--- config.mk ---
export PLATFORM = sky130hd
export DESIGN_NAME = mem_arbiter_flat
export DESIGN_NICKNAME = d
export VERILOG_FILES = /design/src/rtl/mem_arbiter_if.sv /design/src/rtl/mem_arbiter.sv /design/src/flat_wrapper.sv
export SDC_FILE = /design/constraint.sdc
export NUM_CORES = 1
export LEC_CHECK = 0
export BUFFER_PORTS_ARGS = -buffer_cell sky130_fd_sc_hd__buf_2
export CAP_MARGIN = 40
export CELL_PAD_IN_SITES_DETAIL_PLACEMENT = 2
export CELL_PAD_IN_SITES_GLOBAL_PLACEMENT = 2
export CORE_ASPECT_RATIO = 0.5
export CORE_MARGIN = 4
export CORE_UTILIZATION = 29
export CTS_BUF_LIST = sky130_fd_sc_hd__clkbuf_4 sky130_fd_sc_hd__clkbuf_8
export CTS_CLUSTER_SIZE = 8
export DETAILED_ROUTE_END_ITERATION = 10
export GPL_ROUTABILITY_DRIVEN = 0
export PLACE_DENSITY = 0.94
export SYNTH_ARGS = -nofsm -noshare
export SYNTH_HDL_FRONTEND = slang
export SYNTH_SLANG_ARGS = --single-unit
--- constraint.sdc ---
create_clock -name clk -period 2.75 [get_ports clk]
set_input_delay 0.55 -clock clk [delete_from_list [all_inputs] [get_ports clk]]
set_output_delay 0.55 -clock clk [all_outputs]
set_load 0.05 [all_outputs]
--- src/rtl/mem_arbiter_if.sv ---
// Signal bundle between the arbiter, its fetch and load/store requesters and the
// shared single-port memory. The arbiter takes the slave view; the environment the master view.
interface mem_arbiter_if #(
  parameter int DATA_WIDTH = 32,
  parameter int ADDR_WIDTH = 32
);
  logic                  if_req;
  logic [ADDR_WIDTH-1:0] if_addr;
  logic                  if_ack;
  logic                  if_rvalid;
  logic [DATA_WIDTH-1:0] if_rdata;

  logic                  dm_req;
  logic                  dm_we;
  logic [3:0]            dm_be;
  logic [ADDR_WIDTH-1:0] dm_addr;
  logic [DATA_WIDTH-1:0] dm_wdata;
  logic                  dm_ack;
  logic                  dm_rvalid;
  logic [DATA_WIDTH-1:0] dm_rdata;

  logic                  mem_en;
  logic                  mem_we;
  logic [3:0]            mem_be;
  logic [ADDR_WIDTH-1:0] mem_addr;
  logic [DATA_WIDTH-1:0] mem_wdata;
  logic [DATA_WIDTH-1:0] mem_rdata;

  logic                  busy;

  modport slave (
    input  if_req, if_addr, dm_req, dm_we, dm_be, dm_addr, dm_wdata, mem_rdata,
    output if_ack, if_rvalid, if_rdata, dm_ack, dm_rvalid, dm_rdata,
           mem_en, mem_we, mem_be, mem_addr, mem_wdata, busy
  );

  modport master (
    output if_req, if_addr, dm_req, dm_we, dm_be, dm_addr, dm_wdata, mem_rdata,
    input  if_ack, if_rvalid, if_rdata, dm_ack, dm_rvalid, dm_rdata,
           mem_en, mem_we, mem_be, mem_addr, mem_wdata, busy
  );
endinterface

--- src/rtl/mem_arbiter.sv ---
// Arbitrates one single-port memory between instruction fetch and load/store:
// one transaction at a time, data-first with a bounded run so fetch always progresses.
module mem_arbiter #(
  parameter int DATA_WIDTH  = 32,
  parameter int ADDR_WIDTH  = 32,
  parameter int MEM_LATENCY = 2,
  parameter int MAX_DM_RUN  = 4
) (
  input logic          clk,
  input logic          rst,
  mem_arbiter_if.slave bus
);
  typedef enum logic [1:0] {IDLE, ISSUE, WAIT, RESP} state_t;

  localparam logic [3:0] RUN_MAX  = 4'(MAX_DM_RUN);
  localparam logic [2:0] LAT_INIT = 3'(MEM_LATENCY - 1);

  state_t                state_q, state_d;
  logic [3:0]            run_q, run_d;
  logic [2:0]            lat_q, lat_d;
  logic                  owner_dm_q, owner_dm_d;
  logic                  cmd_we_q, cmd_we_d;
  logic [3:0]            cmd_be_q, cmd_be_d;
  logic [ADDR_WIDTH-1:0] cmd_addr_q, cmd_addr_d;
  logic [DATA_WIDTH-1:0] cmd_wdata_q, cmd_wdata_d;
  logic [DATA_WIDTH-1:0] if_rdata_q, if_rdata_d;
  logic [DATA_WIDTH-1:0] dm_rdata_q, dm_rdata_d;
  logic                  grant_dm, grant_if;

  // Data wins unless it has already taken MAX_DM_RUN grants in a row while fetch waits.
  always_comb begin
    grant_dm = 1'b0;
    grant_if = 1'b0;
    if (state_q == IDLE && !rst) begin
      grant_dm = bus.dm_req && !(bus.if_req && run_q == RUN_MAX);
      grant_if = bus.if_req && !grant_dm;
    end
  end

  always_comb begin
    state_d     = state_q;
    run_d       = run_q;
    lat_d       = lat_q;
    owner_dm_d  = owner_dm_q;
    cmd_we_d    = cmd_we_q;
    cmd_be_d    = cmd_be_q;
    cmd_addr_d  = cmd_addr_q;
    cmd_wdata_d = cmd_wdata_q;
    if_rdata_d  = if_rdata_q;
    dm_rdata_d  = dm_rdata_q;
    case (state_q)
      IDLE: begin
        if (grant_dm || grant_if) begin
          owner_dm_d = grant_dm;
          cmd_we_d   = grant_dm && bus.dm_we;
          cmd_be_d   = (grant_dm && bus.dm_we) ? bus.dm_be : 4'hF;
          cmd_addr_d = grant_dm ? bus.dm_addr : bus.if_addr;
          if (grant_dm) begin
            cmd_wdata_d = bus.dm_wdata;
          end
          if (grant_dm) begin
            run_d = (run_q == RUN_MAX) ? run_q : run_q + 4'd1;
          end else begin
            run_d = 4'd0;
          end
          state_d = ISSUE;
        end
      end
      ISSUE: begin
        if (cmd_we_q) begin
          state_d = RESP;
        end else begin
          lat_d   = LAT_INIT;
          state_d = WAIT;
        end
      end
      WAIT: begin
        if (lat_q == 3'd0) begin
          if (owner_dm_q) begin
            dm_rdata_d = bus.mem_rdata;
          end else begin
            if_rdata_d = bus.mem_rdata;
          end
          state_d = RESP;
        end else begin
          lat_d = lat_q - 3'd1;
        end
      end
      RESP:    state_d = IDLE;
      default: state_d = IDLE;
    endcase
  end

  always_ff @(posedge clk) begin
    if (rst) begin
      state_q     <= IDLE;
      run_q       <= '0;
      lat_q       <= '0;
      owner_dm_q  <= 1'b0;
      cmd_we_q    <= 1'b0;
      cmd_be_q    <= '0;
      cmd_addr_q  <= '0;
      cmd_wdata_q <= '0;
      if_rdata_q  <= '0;
      dm_rdata_q  <= '0;
    end else begin
      state_q     <= state_d;
      run_q       <= run_d;
      lat_q       <= lat_d;
      owner_dm_q  <= owner_dm_d;
      cmd_we_q    <= cmd_we_d;
      cmd_be_q    <= cmd_be_d;
      cmd_addr_q  <= cmd_addr_d;
      cmd_wdata_q <= cmd_wdata_d;
      if_rdata_q  <= if_rdata_d;
      dm_rdata_q  <= dm_rdata_d;
    end
  end

  // The command registers double as the memory bus, so mem_* hold between strobes.
  assign bus.if_ack    = grant_if;
  assign bus.dm_ack    = grant_dm;
  assign bus.mem_en    = (state_q == ISSUE);
  assign bus.mem_we    = cmd_we_q;
  assign bus.mem_be    = cmd_be_q;
  assign bus.mem_addr  = cmd_addr_q;
  assign bus.mem_wdata = cmd_wdata_q;
  assign bus.if_rvalid = (state_q == RESP) && !owner_dm_q;
  assign bus.dm_rvalid = (state_q == RESP) && owner_dm_q;
  assign bus.if_rdata  = if_rdata_q;
  assign bus.dm_rdata  = dm_rdata_q;
  assign bus.busy      = (state_q != IDLE);
endmodule

--- src/flat_wrapper.sv ---
// flat-port wrapper written by rule: the top's interface ports become plain ports
module mem_arbiter_flat 
#(
  parameter int DATA_WIDTH  = 32,
  parameter int ADDR_WIDTH  = 32,
  parameter int MEM_LATENCY = 2,
  parameter int MAX_DM_RUN  = 4
)
  (clk, rst, bus_if_req, bus_if_addr, bus_dm_req, bus_dm_we, bus_dm_be, bus_dm_addr, bus_dm_wdata, bus_mem_rdata, bus_if_ack, bus_if_rvalid, bus_if_rdata, bus_dm_ack, bus_dm_rvalid, bus_dm_rdata, bus_mem_en, bus_mem_we, bus_mem_be, bus_mem_addr, bus_mem_wdata, bus_busy);
  mem_arbiter_if #(.DATA_WIDTH(DATA_WIDTH), .ADDR_WIDTH(ADDR_WIDTH)) bus_i ();
  input logic clk;
  input logic rst;
  input wire logic [$bits(bus_i.if_req)-1:0] bus_if_req;
  input wire logic [$bits(bus_i.if_addr)-1:0] bus_if_addr;
  input wire logic [$bits(bus_i.dm_req)-1:0] bus_dm_req;
  input wire logic [$bits(bus_i.dm_we)-1:0] bus_dm_we;
  input wire logic [$bits(bus_i.dm_be)-1:0] bus_dm_be;
  input wire logic [$bits(bus_i.dm_addr)-1:0] bus_dm_addr;
  input wire logic [$bits(bus_i.dm_wdata)-1:0] bus_dm_wdata;
  input wire logic [$bits(bus_i.mem_rdata)-1:0] bus_mem_rdata;
  output wire logic [$bits(bus_i.if_ack)-1:0] bus_if_ack;
  output wire logic [$bits(bus_i.if_rvalid)-1:0] bus_if_rvalid;
  output wire logic [$bits(bus_i.if_rdata)-1:0] bus_if_rdata;
  output wire logic [$bits(bus_i.dm_ack)-1:0] bus_dm_ack;
  output wire logic [$bits(bus_i.dm_rvalid)-1:0] bus_dm_rvalid;
  output wire logic [$bits(bus_i.dm_rdata)-1:0] bus_dm_rdata;
  output wire logic [$bits(bus_i.mem_en)-1:0] bus_mem_en;
  output wire logic [$bits(bus_i.mem_we)-1:0] bus_mem_we;
  output wire logic [$bits(bus_i.mem_be)-1:0] bus_mem_be;
  output wire logic [$bits(bus_i.mem_addr)-1:0] bus_mem_addr;
  output wire logic [$bits(bus_i.mem_wdata)-1:0] bus_mem_wdata;
  output wire logic [$bits(bus_i.busy)-1:0] bus_busy;
  assign bus_i.if_req = bus_if_req;
  assign bus_i.if_addr = bus_if_addr;
  assign bus_i.dm_req = bus_dm_req;
  assign bus_i.dm_we = bus_dm_we;
  assign bus_i.dm_be = bus_dm_be;
  assign bus_i.dm_addr = bus_dm_addr;
  assign bus_i.dm_wdata = bus_dm_wdata;
  assign bus_i.mem_rdata = bus_mem_rdata;
  assign bus_if_ack = bus_i.if_ack;
  assign bus_if_rvalid = bus_i.if_rvalid;
  assign bus_if_rdata = bus_i.if_rdata;
  assign bus_dm_ack = bus_i.dm_ack;
  assign bus_dm_rvalid = bus_i.dm_rvalid;
  assign bus_dm_rdata = bus_i.dm_rdata;
  assign bus_mem_en = bus_i.mem_en;
  assign bus_mem_we = bus_i.mem_we;
  assign bus_mem_be = bus_i.mem_be;
  assign bus_mem_addr = bus_i.mem_addr;
  assign bus_mem_wdata = bus_i.mem_wdata;
  assign bus_busy = bus_i.busy;
  mem_arbiter #(.DATA_WIDTH(DATA_WIDTH), .ADDR_WIDTH(ADDR_WIDTH), .MEM_LATENCY(MEM_LATENCY), .MAX_DM_RUN(MAX_DM_RUN)) u_core (.clk(clk), .rst(rst), .bus(bus_i));
endmodule
==> flow_summary.yaml, run 1 <==
outcome:
  status: "finished clean"
global_routing:
  grt.total_usage_pct: 20.5
  overflow: 0
  antenna_found_initial: 4
  grt_pass1_vias: 6746
  grt_start_max_net_pins: 128
  grt_pass1_wl_um: 36900
cells_and_area:
  layoutNonFillerInstCount: 1209
  final_util_pct: 40.4
  final_nets: 1074
  syn_to_final_growth_pct: 35.0
  drive_gt1_share_pct: 38.7
timing:
  max_freq_mhz: 376
  period_needed_ns: 2.66
  finalClockSkew_ns: 0.0156
  post-route-period-util_pct: 96.8
  timing.slew.headroom_pct: 58.8
  drv_slew: 0
  setup_viol: 0
  tightest_slew_ns: 0.618
  finalHoldViolations: 0
pwr:
  power.total_uw: 7690
  ir_drop_mv: 0.346
  leakagePower_uw: 0.00358
  powerDensity_nw_per_um2: 967
min_path:
  min_to: "u_core.bus.mem_wdata[16]"
  hold_depth: 2
  hp-class: "in -> reg"
  hp-start: "bus_dm_wdata[16]"
worst_setup_path:
  reg2regPathDepth: 7
  reg2reg_from: "u_core.state_q[0]"
  critPathLaunch: "u_core.run_q[0]"
  end_kind: "output pin"
  critPathMaxFanout: 7
  crit_type: "reg -> out"
  required_ns: 2.20
  arrival_ns: 2.11
  r2r_end: "u_core.bus.mem_addr[8]"
  worst-r2r-setup-slack_ns: 0.52
  worstSetupStartpointType: "flop"
synth:
  ys_top_cells_by_count: "nand2_1, dfxtp_1, a21oi_1"
  yosysUniqueCellTypes: 46
  syn-cell-area_um2: 5890
  synth_adder_area_share_pct: 1.91
  synthMuxAreaShare_pct: 7.26
  netlist.area_leader.share_pct: 48.6
  yosys_register_bits: 143
  yosys-top-cells-area: "dfxtp_1, nand2_1, a21oi_1, a311oi_1, mux2_4"
  synth-edff-count: 0
  synthSimpleGateAreaFrac_pct: 22.3
  synthFlopType: "dfxtp_1"
  syn_nets: 816
  seq_area_frac_synth_pct: 48.6
  synth_compound_area_share_pct: 14.5
  yosys.area.top_type: "dfxtp_1"
  yosysWarningCount: 0
  synth_most_common_cell: "nand2_1"
  synth_top_family_by_area: "simple AND/OR/NAND/NOR gates"
  synth-xor-area-share_pct: 0
  async_reset_ff_share_pct: 0
  avgSynthCellArea_um2: 8.80
  syn_inst: 670
drt:
  drc: 0
  num_vias: 5972
  drt_iter0_drc: 253
  first_pass_iters: 4
  wl_um: 24600
  vias_per_cell: 4.94
  wl_per_cell_um: 20.4
  final_antenna_net_count: 0
clock_tree:
  clock-root-buffer: "clkbuf_8"
  clock-sinks: 143
  htree_levels: 4
  clkTransAtPathRegs_ns: 0.10
  hold_buffers: 0
  clockBufferDepth: 2
  cts_buffers: 17
  clk_latency_ns: 0.45
  cts_tree: "yes"
floorplanning:
  rows: 36
  io_pins: 276
  die_y_um: 109
  dieArea_um2: 22800
  core_region_area_um2: 19700
  die_x_um: 210
  start_util_pct: 29.9
placed_design:
  dp.cells: 1171
  io_buffers: 275
  hpwl_um: 17700
flow_run:
  drv_cap: 0
-- cells by family (layout without fill, tap and decap cells) --
| logic type | count (synthesis) | in the layout |
|---|---|---|
| adders and majority gates | 9 | 9 |
| AOI/OAI and AO/OA | 129 | 129 |
| buffers and inverters | 69 | 338 |
| DFF | 143 | 143 |
| muxes | 32 | 32 |
| and+or+nand+nor | 288 | 288 |
| other | 0 | 4 |
-- how the worst max path moves through the flow --
stage,to,depth (start not counted),slack [ns]
after floorplan,bus_if_ack,3,0.45
after global placement,bus_dm_ack,5,0.47
after detailed placement,bus_dm_ack,5,0.37
after CTS,bus_dm_ack,6,0.02
after global routing,bus_dm_ack,6,-0.03
final,bus_if_ack,5,0.09
-- stage by stage --
stage | hold slack, ns | setup TNS [ns] | cell area [um^2] | setup slack, ns
final | 0.319 | 0 | 7960 | 0.0872
after global placement | 0.438 | 0 | 7490 | 0.469
after global routing | 0.283 | -0.0259 | 7960 | -0.0259
after floorplan | 0.421 | 0 | 5890 | 0.455
after detailed placement | 0.450 | 0 | 7490 | 0.366
after CTS | 0.288 | 0 | 7910 | 0.0207
-- power by group --
part	switching [uW]	internal, uW	leakage [uW]
Clock	888	983	0.000200
Combinational	2270	899	0.00222
Sequential	221	2430	0.00117
Total	3380	4310	0.00358
-- state kept, by name (all words and copies together), names as in the netlist, 2 cells and up --
name / cells
u_core.bus.if_rdata: 32
u_core.run_q: 4
u_core.lat_q: 3
u_core.bus.mem_addr: 32
u_core.bus.mem_wdata: 32
u_core.state_q: 2
u_core.bus.dm_rdata: 32
u_core.bus.mem_be: 4
-- repair_timing --
action / 4_1_cts / 5_1_grt
setup buffers: 0 / 4
gates resized for setup: 1 / 3
hold endpoints to repair: 0 / 0
endpoints found under the setup margin: 1 / 2
-- critical path: stages, from the launching register on --
cell	delay [ns]
dfxtp_1	0.35
inv_1	0.13
ha_1	0.26
nand3b_1	0.29
a21oi_1	0.37
buf_4	0.27
-- layout make-up --
type,instances,area [um^2]
inverters,14,52.6
flip-flops and latches,143,2860
fillers,2247,11700
repair buffers,294,1560
multi-input cells,458,2710
clock inverters,13,190
diodes,4,10.0
well taps,266,333
clock buffers,17,234
-- metal layers --
metal	GRT usage, %	routed length (um)	vias to the layer above
met5	0	0	-
met4	6.89	607	0
met3	3.36	797	37
met2	40.6	13600	131
met1	22.3	9610	2997
li1	-	-	2807
-- layout by cell type (no fill, tap or decap), types with 9 or more instances in the layout --
master / n
a311oi_1: 36
buf_2: 272
nor3_1: 32
mux2_4: 18
a21oi_1: 69
buf_4: 18
nand2_1: 192
mux2_2: 14
dfxtp_1: 143
inv_1: 13
ha_1: 9
nor2b_1: 35
clkbuf_8: 17
Power figures use the tool's default switching activity.
==> inputs of run 2 (changes only) <==
--- a/config.mk
+++ b/config.mk
@@ -16,6 +16,7 @@
 export CTS_CLUSTER_SIZE = 8
 export DETAILED_ROUTE_END_ITERATION = 10
 export GPL_ROUTABILITY_DRIVEN = 0
+export MAX_ROUTING_LAYER = met4
 export PLACE_DENSITY = 0.94
 export SYNTH_ARGS = -nofsm -noshare
 export SYNTH_HDL_FRONTEND = slang
==> flow_summary.yaml, run 2 (synthesis results as in run 1) <==
timing:
  tightest_slew_ns: 0.612
  fin_tns_setup_ns: 0
  post-route-period-util_pct: 97.2
  setup_viol: 0
  finalClockSkew_ns: 0.0159
  max_freq_mhz: 374
  setup_ws_ns: 0.0773
  finalHoldViolations: 0
  drv_slew: 0
  period_needed_ns: 2.67
  hold-worst-slack_ns: 0.321
  timing.slew.headroom_pct: 59.1
floorplanning:
  dieArea_um2: 22800
  start_util_pct: 29.9
  die_y_um: 109
  die_x_um: 210
  io_pins: 276
  rows: 36
  core_region_area_um2: 19700
clock_tree:
  hold_buffers: 0
  clockBufferDepth: 2
  cts_tree: "yes"
  clock-root-buffer: "clkbuf_8"
  clk_latency_ns: 0.45
  cts_buffers: 17
  clkTransAtPathRegs_ns: 0.10
  clock-sinks: 143
  htree_levels: 4
pwr:
  intPower_uw: 4310
  p_clk_share_pct: 24.3
  combPwrFrac_pct: 41.3
  powerDensity_nw_per_um2: 966
  ir_drop_mv: 0.346
  netSwitchingPower_uw: 3380
  power.share.sequential_pct: 34.4
  leakagePower_uw: 0.00358
  sw_frac_of_total_pct: 44.0
  power.total_uw: 7690
drt:
  drc: 0
  wl_met3_um: 686
  num_vias: 5960
  wl_per_cell_um: 20.4
  wl_um: 24700
  wl_met1_um: 9810
  wl_met2_um: 13600
  final_antenna_net_count: 0
  vias_per_cell: 4.93
  first_pass_iters: 4
  top_layer_used: "met4"
  drt_iter0_drc: 255
global_routing:
  grt_start_max_net_pins: 128
  grt_pass1_vias: 6749
  grt.total_usage_pct: 21.1
  antenna_found_initial: 4
  overflow: 0
  grt_pass1_wl_um: 36900
worst_setup_path:
  arrival_ns: 2.12
  worstSetupStartpointType: "flop"
  end_kind: "output pin"
  cp.depth: 5
  cp_slowest_cell: "a21oi_1"
  critPathBufInv: 2
  path_cells: "inv_1, ha_1, nand3b_1, a21oi_1, buf_4"
  crit_family: "buffers and inverters"
  reg2reg_from: "u_core.state_q[0]"
  slowest_delay_ns: 0.37
  crit_type: "reg -> out"
  critPathCapture: "bus_if_ack"
  reg2regPathDepth: 7
  r2r_end: "u_core.bus.mem_addr[8]"
  worst-r2r-setup-slack_ns: 0.51
  required_ns: 2.20
  critPathLaunch: "u_core.run_q[0]"
  critPathMaxFanout: 7
placed_design:
  dp_slack_ns: 0.366
  hpwl_um: 17700
  postPlaceCellArea_um2: 7490
  io_buffers: 275
outcome:
  status: "finished clean"
min_path:
  hp-class: "in -> reg"
  hp-start: "bus_dm_wdata[1]"
cells_and_area:
  final_nets: 1074
  syn_to_final_growth_pct: 35.0
  final_cell_mix: "buf_2, nand2_1, dfxtp_1"
  final_common_cell: "buf_2"
  drive_gt1_share_pct: 38.7
  fin_area_um2: 7960
flow_run:
  drv_cap: 0
==> run 2: cell counts in the layout (fill, tap and decap cells not counted) <==
No cell type changed its count.
==> run 2: how the worst min path moves through the flow <==
stage	end	slack, ns	cells after the start
floorplan	u_core.lat_q[0]	0.42	1
global placement	u_core.bus.dm_rdata[12]	0.44	2
detailed placement	u_core.bus.if_rdata[26]	0.45	2
CTS	u_core.bus.mem_wdata[3]	0.29	2
global route	u_core.bus.mem_wdata[3]	0.28	2
finish	u_core.bus.mem_wdata[1]	0.32	2
==> run 2: metrics by stage <==
step | instances | util [%]
2_1_floorplan | 670 | -
3_3_place_gp | 1171 | 38.0
3_5_place_dp | 1171 | 38.0
4_1_cts | 1201 | 40.2
5_1_grt | 1209 | 40.4
6_report | 1209 | 40.4
==> run 2: power by group through the flow <==
| stage | clock network [uW] | logic (uW) | registers [uW] |
|---|---|---|---|
| after global placement | 0 | 3000 | 2650 |
| after floorplan | 0 | 1200 | 3730 |
| after detailed placement | 0 | 3150 | 2690 |
| after CTS | 1920 | 3160 | 2650 |
| after global routing | 2020 | 3370 | 2690 |
| final | 1870 | 3180 | 2650 |
==> run 2: worst reg2reg max path, cell delays in order (launching register included) <==
cell and delay, ns:
dfxtp_1 0.35, inv_1 0.18, ha_1 0.25, buf_4 0.19
and3b_1 0.29, buf_4 0.41, nand2_1 0.15, a311oi_1 0.31
==> run 2: cell type report <==
| type | count | area, um^2 |
|---|---|---|
| Clock inverter | 13 | 190 |
| Sequential cell | 143 | 2860 |
| Timing Repair Buffer | 294 | 1560 |
| Antenna cell | 4 | 10.0 |
| Tap cell | 266 | 333 |
| Inverter | 14 | 52.6 |
| Clock buffer | 17 | 234 |
| Fill cell | 2247 | 11700 |
| Multi-Input combinational cell | 458 | 2710 |
==> run 2: what timing repair did <==
| item | in CTS | in global routing |
|---|---|---|
| buffers inserted | 0 | 4 |
| hold endpoints to repair | 0 | 0 |
| gates cloned | 0 | 0 |
| endpoints found under the setup margin | 1 | 2 |
| gates resized for setup | 1 | 3 |
==> run 2: layer usage <==
| layer | vias to the layer above | GRT usage [%] |
|---|---|---|
| met3 | 36 | 3.08 |
| met2 | 132 | 40.7 |
| met5 | - | - |
| met1 | 2986 | 22.4 |
| met4 | 0 | 7.07 |
| li1 | 2806 | - |
==> inputs of run 3 (changes only) <==
--- a/config.mk
+++ b/config.mk
@@ -5,19 +5,20 @@
 export SDC_FILE = /design/constraint.sdc
 export NUM_CORES = 1
 export LEC_CHECK = 0
+export ABC_AREA = 1
 export BUFFER_PORTS_ARGS = -buffer_cell sky130_fd_sc_hd__buf_2
 export CAP_MARGIN = 40
 export CELL_PAD_IN_SITES_DETAIL_PLACEMENT = 2
 export CELL_PAD_IN_SITES_GLOBAL_PLACEMENT = 2
 export CORE_ASPECT_RATIO = 0.5
 export CORE_MARGIN = 4
-export CORE_UTILIZATION = 29
-export CTS_BUF_LIST = sky130_fd_sc_hd__clkbuf_4 sky130_fd_sc_hd__clkbuf_8
+export CORE_UTILIZATION = 26
 export CTS_CLUSTER_SIZE = 8
 export DETAILED_ROUTE_END_ITERATION = 10
 export GPL_ROUTABILITY_DRIVEN = 0
 export MAX_ROUTING_LAYER = met4
-export PLACE_DENSITY = 0.94
+export PLACE_DENSITY = 0.91
+export SKIP_LAST_GASP = 1
 export SYNTH_ARGS = -nofsm -noshare
 export SYNTH_HDL_FRONTEND = slang
 export SYNTH_SLANG_ARGS = --single-unit
==> flow_summary.yaml, run 3 <==
global_routing:
  grt.total_usage_pct: 21.8
  grt_start_max_net_pins: 105
  overflow: 0
  antenna_found_initial: 4
  grt_pass1_wl_um: 42900
  grt_pass1_vias: 7767
clock_tree:
  clock-sinks: 143
  clkTransAtPathRegs_ns: 0.06
  ctsResizeCount: 0
  hold_buffers: 0
  clockBufferDepth: 2
  htree_levels: 4
  clk_latency_ns: 0.44
  cts_tree: "yes"
  clock-root-buffer: "clkbuf_16"
  cts_setup_buffers: 0
  cts_buffers: 17
synth:
  synth_most_common_cell: "nand2_1"
  yosysUniqueCellTypes: 22
  netlist.area_leader.share_pct: 47.6
  async_reset_ff_share_pct: 0
  yosys.area.top_type: "dfxtp_1"
  yosys-top-cells-area: "dfxtp_1, nand2_1, nand3_1, nor2_1, inv_1"
  yosys_register_bits: 143
  avgSynthCellArea_um2: 7.04
  synth-edff-count: 0
  ys_top_cells_by_count: "nand2_1, dfxtp_1, nor2_1"
  seq_area_frac_synth_pct: 47.6
  syn-cell-area_um2: 6020
  syn_inst: 854
  yosysWarningCount: 0
  synthFlopType: "dfxtp_1"
  syn_nets: 1000
worst_setup_path:
  slowest_delay_ns: 0.35
  arrival_ns: 2.10
  worstSetupStartpointType: "flop"
  path_cells: "inv_1, ha_2, inv_2, nor2_4, nand2_2, a21oi_1, clkbuf_4"
  end_kind: "output pin"
  critPathMaxFanout: 5
  cp_slowest_cell: "dfxtp_1"
  crit_type: "reg -> out"
  required_ns: 2.20
placed_design:
  io_buffers: 275
  dp.cells: 1394
  hpwl_um: 19000
pwr:
  combPwrFrac_pct: 40.3
  leakagePower_uw: 0.00446
  ir_drop_mv: 0.434
  powerDensity_nw_per_um2: 1040
  power.share.sequential_pct: 31.8
  p_clk_share_pct: 27.9
  intPower_uw: 4660
  netSwitchingPower_uw: 3900
  sw_frac_of_total_pct: 45.6
drt:
  final_antenna_net_count: 0
  first_pass_iters: 4
  drc: 0
  num_vias: 6929
  drt_iter0_drc: 345
  vias_per_cell: 4.84
  wl_um: 28400
  wl_per_cell_um: 19.9
floorplanning:
  io_pins: 276
  die_y_um: 116
  rows: 39
  start_util_pct: 26.4
  core_region_area_um2: 22800
  dieArea_um2: 25800
  die_x_um: 223
timing:
  fin_tns_setup_ns: 0
  drv_slew: 0
  tightest_slew_ns: 0.709
  max_freq_mhz: 377
  post-route-period-util_pct: 96.4
  finalClockSkew_ns: 0.00975
  timing.slew.headroom_pct: 52.8
  rsz0062_at_grt: "false"
  setup_viol: 0
  period_needed_ns: 2.65
  finalHoldViolations: 0
cells_and_area:
  syn_to_final_growth_pct: 37.5
  final_cell_mix: "buf_2, nand2_1, dfxtp_1"
  layoutNonFillerInstCount: 1431
  final_common_cell: "buf_2"
  final_util_pct: 36.3
  final_nets: 1252
  drive_gt1_share_pct: 29.6
flow_run:
  drv_cap: 0
min_path:
  hp-class: "in -> reg"
outcome:
  status: "finished clean"
-- run 3: metal layers --
metal / up-vias / GRT usage [%] / wire length [um]
met5: - / - / 0
met4: 0 / 8.74 / 788
met3: 54 / 3.59 / 770
met2: 142 / 42.3 / 15900
met1: 3521 / 22.3 / 11000
li1: 3212 / - / -
-- run 3: critical path, delay by kind of cell, from the launching register on --
| family | cells | cell delay [ns] |
|---|---|---|
| buffers and inverters | 3 | 0.55 |
| AND/OR/NAND/NOR | 2 | 0.23 |
| adder cells (fa/ha/maj) | 1 | 0.28 |
| flip-flops | 1 | 0.35 |
| AO/OA/AOI/OAI | 1 | 0.26 |
-- run 3: cells by family (layout without fill, tap and decap cells) --
kind of cell | count (synthesis) | after routing | share of synthesized area, %
AOI/OAI and AO/OA | 82 | 82 | 6.97
adders and majority gates | 9 | 9 | 1.87
xor gates and xnor gates | 1 | 1 | 0.146
DFF | 143 | 143 | 47.6
buffers and inverters | 146 | 411 | 9.90
other | 0 | 5 | 0
and+or+nand+nor | 473 | 473 | 33.5
-- run 3: path summary, 6_finish.rpt --
| path | endpoint | slack [ns] | startpoint | cells after the start |
|---|---|---|---|---|
| max reg2reg | u_core.bus.dm_rdata[2] | 0.54 | u_core.state_q[0] | 8 |
| max | bus_if_ack | 0.1 | u_core.state_q[0] | 7 |
| min reg2reg | u_core.bus.dm_rdata[22] | 0.46 | u_core.bus.dm_rdata[22] | 2 |
| min | u_core.bus.mem_wdata[13] | 0.32 | bus_dm_wdata[13] | 3 |
-- run 3: cell type report --
class                           count  area (um^2)
Fill cell                        2668        14500
Clock buffer                       24          492
Inverter                           88          332
Multi-Input combinational cell    565         2570
Clock inverter                      8          105
Tap cell                          307          384
Antenna cell                        5         12.5
Sequential cell                   143         2860
Timing Repair Buffer              291         1510
-- run 3: power by group through the flow --
stage	combinational [uW]	clock [uW]	sequential [uW]
floorplan	1200	0	3910
global placement	3250	0	2710
detailed placement	3410	0	2750
CTS	3480	2460	2720
global route	3680	2550	2770
finish	3450	2390	2720
-- run 3: stage by stage --
step	area (um^2)	power (uW)	setup WS, ns	hold WS [ns]
floorplan	6020	5110	0.110	0.431
global placement	7660	5960	0.727	0.447
detailed placement	7660	6160	0.565	0.458
CTS	8250	8660	0.00494	0.296
global route	8270	8990	0.0425	0.312
finish	8270	8560	0.0977	0.318
